### src/rtl/pipeline_run_ctrl.sv
// pipeline_run_ctrl
// Run/step/halt sequencer for the 5-stage pipeline. Produces the global
// pipeline-register enable and the PC enable from debug-unit commands, and
// parks the machine after the HALT opcode has been fetched and drained.
module pipeline_run_ctrl #(
  parameter int          CNT_W        = 32,
  parameter int          DRAIN_CYCLES = 4,
  parameter logic [5:0]  HALT_OPCODE  = 6'b111111
) (
  input  logic             clk,
  input  logic             reset,
  input  logic             cmd_valid,
  input  logic [1:0]       cmd_code,
  output logic             cmd_ready,
  input  logic [31:0]      if_instr,
  output logic             pipe_en,
  output logic             fetch_en,
  output logic             busy,
  output logic             done,
  output logic [CNT_W-1:0] cycle_cnt,
  output logic [2:0]       state
);

  typedef enum logic [2:0] {
    IDLE   = 3'd0,
    RUN    = 3'd1,
    STEP   = 3'd2,
    DRAIN  = 3'd3,
    HALTED = 3'd4
  } state_t;

  localparam logic [1:0] CMD_RUN  = 2'b01;
  localparam logic [1:0] CMD_STEP = 2'b10;
  localparam logic [1:0] CMD_STOP = 2'b11;

  // Drain counter only has to hold DRAIN_CYCLES down to 1.
  localparam int                DW         = $clog2(DRAIN_CYCLES + 1);
  localparam logic [DW-1:0]     DRAIN_LOAD = DW'(DRAIN_CYCLES);
  localparam logic [DW-1:0]     DRAIN_LAST = DW'(1);

  state_t           state_reg;
  state_t           state_dec;
  logic [DW-1:0]    drain_cnt_reg;
  logic [CNT_W-1:0] cycle_cnt_reg;
  logic             done_reg;
  logic             halt_hit;
  logic             cmd_acc;
  logic             unused_instr_bits;

  // Illegal encodings behave exactly like IDLE until the next edge clears them.
  assign state_dec = (state_reg > HALTED) ? IDLE : state_reg;

  assign pipe_en   = (state_dec == RUN) || (state_dec == STEP) || (state_dec == DRAIN);
  assign fetch_en  = (state_dec == RUN) || (state_dec == STEP);
  assign busy      = pipe_en;
  assign cmd_ready = (state_dec == IDLE) || (state_dec == RUN);
  assign state     = state_dec;
  assign done      = done_reg;
  assign cycle_cnt = cycle_cnt_reg;

  // Only the opcode field matters; HALT is only recognised while the PC advances.
  assign halt_hit          = fetch_en && (if_instr[31:26] == HALT_OPCODE);
  assign cmd_acc           = cmd_valid && cmd_ready;
  assign unused_instr_bits = ^if_instr[25:0];

  // Sequencer state, drain countdown, done pulse and enabled-cycle counter.
  always_ff @(posedge clk) begin
    if (reset) begin
      state_reg     <= IDLE;
      drain_cnt_reg <= '0;
      cycle_cnt_reg <= '0;
      done_reg      <= 1'b0;
    end else begin
      done_reg <= 1'b0;
      if (pipe_en) begin
        cycle_cnt_reg <= cycle_cnt_reg + CNT_W'(1);
      end
      case (state_reg)
        IDLE: begin
          if (cmd_acc && cmd_code == CMD_RUN) begin
            state_reg <= RUN;
          end else if (cmd_acc && cmd_code == CMD_STEP) begin
            state_reg <= STEP;
          end
        end
        RUN: begin
          // HALT wins over a STOP arriving in the same cycle.
          if (halt_hit) begin
            state_reg     <= DRAIN;
            drain_cnt_reg <= DRAIN_LOAD;
          end else if (cmd_acc && cmd_code == CMD_STOP) begin
            state_reg <= IDLE;
          end
        end
        STEP: begin
          if (halt_hit) begin
            state_reg     <= DRAIN;
            drain_cnt_reg <= DRAIN_LOAD;
          end else begin
            state_reg <= IDLE;
          end
        end
        DRAIN: begin
          if (drain_cnt_reg == DRAIN_LAST) begin
            state_reg <= HALTED;
            done_reg  <= 1'b1;
          end else begin
            drain_cnt_reg <= drain_cnt_reg - DRAIN_LAST;
          end
        end
        HALTED: begin
          state_reg <= HALTED;
        end
        default: begin
          state_reg <= IDLE;
        end
      endcase
    end
  end

endmodule

### config.mk
export PLATFORM = sky130hd
export DESIGN_NAME = pipeline_run_ctrl
export DESIGN_NICKNAME = d
export VERILOG_FILES = /design/src/rtl/pipeline_run_ctrl.sv
export SDC_FILE = /design/constraint.sdc
export NUM_CORES = 1
export LEC_CHECK = 0
export ABC_AREA = 1
export CELL_PAD_IN_SITES_DETAIL_PLACEMENT = 0
export CELL_PAD_IN_SITES_GLOBAL_PLACEMENT = 1
export CORE_MARGIN = 2
export CORE_UTILIZATION = 32
export CTS_BUF_LIST = sky130_fd_sc_hd__clkbuf_8
export DETAILED_ROUTE_END_ITERATION = 6
export PLACE_DENSITY_LB_ADDON = 0.1
export SYNTH_ARGS = -nofsm -noshare
export SYNTH_HDL_FRONTEND = slang
export SYNTH_SLANG_ARGS = --single-unit
### constraint.sdc
create_clock -name clk -period 2.05 [get_ports clk]
set_input_delay 0.41 -clock clk [delete_from_list [all_inputs] [get_ports clk]]
set_output_delay 0.41 -clock clk [all_outputs]
set_load 0.01 [all_outputs]
==> results.md <==
| Quantity | Value | Unit |
|:---|:---|:---|
| Result of the run | complete, no violations | - |
| Endpoint kind of the worst setup timing path | output port | - |
| Sequential cell area fraction in the yosys report | 0.348 | - |
| Count of inserted antenna diode cells | 0 | - |
| Area of the die | 0.00769 | mm² |
| Cell types occupying the most area after synthesis | dfxtp_1 (35%), nand2_1 (11%), inv_1 (8.2%) | - |
| Cell at the root of the clock tree | clkbuf_8 | - |
| Routed wirelength normalized by instance count | 11.7 | µm |
| Total I/O pin count | 77 | - |
| Final Total Pwr | 1650 | µW |
| Maximum resistive drop on vdd | 0.287 | mV |
| Rel. slew slack | 0.744 | - |
| Cts bufs inserted | 5 | - |
| Average instance area after synthesis | 6.83 | µm² |
| Maximum clock frequency | 508 | MHz |
| Fraction of layout cells with a size suffix above 1 | 0.112 | - |
| Crit path time final | 1.97 | ns |
| Total placed instance area | 0.00286 | mm² |
| Slowest CP cell | clkdlybuf4s50_1 | - |
| Internal reg-to-reg setup slack | 0.40 | ns |
| Vias in the first global route | 1940 | - |
| FF+latch count, synth | 39 | - |
| Detailed Route WL | 5.63 | mm |
| Number of buffers on the longest clock path | 2 | - |
| Ratio of routed vias to standard cells | 4.52 | - |
| Slowest cell delay on critical path | 0.53 | ns |
| CP Cell Sequence | nor2_4, nand2_1, inv_2, clkdlybuf4s50_1 | - |
| Mapped Area | 0.00224 | mm² |
| Fin Clk Skew | 0.00422 | ns |
| Worst-margin pin slew | 0.382 | ns |
| Wire length of the first global-routing pass | 9.22 | mm |
| NumNets Final | 424 | - |
| Starting utilization of the core area | 0.330 | - |
| Count of filler cells inserted in the layout | 704 | - |
| Setup CP Type | reg -> out | - |
| Die boundary width | 87.7 | µm |
| Weighted congestion at the end of routability-driven global placement | 0.766 | - |
| Total non-filler cell area in the finished layout | 0.00298 | mm² |
| Final setup violation count | 0 | - |
| P_leak | 0.00117 | µW |
| CP arrival | 1.56 | ns |
| Number of detailed-route iterations in the first pass | 5 | - |
| Power per cell area | 554 | mW/mm² |
| Commonest cells after routing, fill and taps aside | nand2_1 (64), inv_1 (48), clkdlybuf4s50_1 (48) | - |
| Biggest area consumer among synthesized cells | dfxtp_1 | - |
| H-tree lvl count | 2 | - |
| Number of vias after detailed routing | 2173 | - |
| Top-area cell type share of the netlist area | 0.348 | - |
| Number of sinks driven by the clock tree | 39 | - |
| Hold crit path type | reg -> reg | - |
| Area overhead of the layout relative to synthesis | 32.8 | % |
| Clock-pin slew on the worst setup and hold paths | 0.08 | ns |
| Core outline area | 0.00679 | mm² |
| # port buffers | 50 | - |
| Maximum fanout count along the critical path | 4 | - |
| Global route total overflow | 0 | - |
| Number of placed instances with taps included | 473 | - |
| Post-DP HPWL | 4.36 | mm |
| Worst path bufs/invs | 2 | - |
| Post-CTS setup buffers | 0 | - |
| Final Hold Viols | 0 | - |
| Cell family with the largest share of critical-path delay | buffers and inverters | - |
| Count of antenna-violating nets left after detailed routing | 0 | - |
| Vertical die dimension | 87.7 | µm |
| Most common library cell in the layout ignoring fill and taps | nand2_1 | - |
| Type of element launching the critical path | flop | - |
| Later-pin clock latency in the skew report | 0.29 | ns |
| Pins over their slew limit | 0 | - |
| Share of the clock period used by the worst path | 0.961 | - |
| DRC errors left | 0 | - |
| WHS | 0.487 | ns |
| Net count after synthesis | 368 | - |
| Cell Count, Final, Fillers Out | 481 | - |
| Max-cap violations | 0 | - |
| Cell count after synthesis | 328 | - |
| Critical path required time | 1.64 | ns |
| Cts-stage hold buffer count | 0 | - |
| Number of DRC markers in iteration 0 | 101 | - |
| Initial antenna violation count | 0 | - |
| Setup_tns | 0 | ns |
| # rows | 30 | - |
| Number of flip-flops under the largest register name | 32 | - |
| Clock tree from TritonCTS | built | - |
| Maximum number of pins on one net before global-route repair | 15 | - |
| GRT Overall Usage | 0.152 | - |
| Number of distinct library cells after synthesis | 32 | - |
| Synth warn | 0 | - |
-- layer usage --
metal	share of wire	routed length [µm]	up-vias	track usage
met1	0.52	2950	946	0.223
met3	0.036	204	7	0.0283
met4	0.011	60	0	0.0420
li1	-	-	1178	-
met5	0	0	-	0
met2	0.43	2410	42	0.228
-- cells in the mapped netlist --
master	count
nand3_4	2
ha_1	3
o21a_1	1
nor2_4	3
dfxtp_1	39
inv_2	4
a31oi_1	1
nand4_1	16
nand2_2	3
nand3_1	22
nor2_8	3
nand3b_1	1
o211ai_1	1
inv_1	49
buf_4	1
o21bai_2	1
nand3b_4	1
xnor2_1	1
nand2_4	1
nor3_1	7
o21ai_1	6
xor2_1	1
nand2_1	65
a21oi_1	23
nor2_1	46
clkbuf_1	3
o21bai_1	2
nand3_2	3
nor3_2	2
buf_6	1
o21ai_0	12
nor2_2	4
-- final cells by class --
type	count	area (µm²)	share of cell area
sequential	39	783	0.263
tap	96	120	0.0404
multi-input combinational	231	1240	0.416
clock buffer	7	96.3	0.0324
inverter	53	199	0.0668
timing repair buffer	54	532	0.179
clock inverter	1	7.51	0.00252
-- worst register-to-register path, cell delays in order, from the launching register on --
cell      delay, ns
dfxtp_1        0.40
ha_1           0.22
nand3_1        0.13
nor2_4         0.16
nand3_4        0.16
nor2_8         0.21
nand3_2        0.10
o21bai_1       0.13
nor2_1         0.05
-- worst paths after layout --
check        cells after the start        startpoint          endpoint
max                              4      state_reg[0]          state[2]
min                              2  drain_cnt_reg[0]  drain_cnt_reg[0]
min reg2reg                      2  drain_cnt_reg[0]  drain_cnt_reg[0]
max reg2reg                      8      cycle_cnt[0]     cycle_cnt[24]
-- metrics by stage --
| stage | worst slack (ns) | utilization |
|---|---|---|
| floorplan | 0.525 | - |
| global placement | 0.171 | 0.421 |
| detailed placement | 0.135 | 0.421 |
| CTS | 0.00518 | 0.437 |
| global route | -0.0159 | 0.438 |
| finish | 0.0799 | 0.438 |
-- where the power goes --
group	internal (µW)	leakage [µW]	switching [µW]	total [µW]
Clock	307	0.0000505	294	600
Sequential	773	0.000315	18.6	791
Combinational	117	0.000803	141	257
Total	1200	0.00117	453	1650
-- logic make-up (layout without fill, tap and decap cells) --
group / Yosys count / after routing / share of synthesized area
AO/OA/AOI/OAI: 47 / 47 / 0.113
XOR/XNOR: 2 / 2 / 0.00782
adder cells (fa/ha/maj): 3 / 3 / 0.0168
buffers and inverters: 58 / 115 / 0.102
flip-flops: 39 / 39 / 0.348
AND/OR/NAND/NOR: 179 / 179 / 0.412
-- what timing repair did --
item                                    in CTS  in global routing
resized for setup                            4                  3
gates cloned                                 0                  0
endpoints found under the setup margin       2                  2
(Power assumes the default switching activity.)
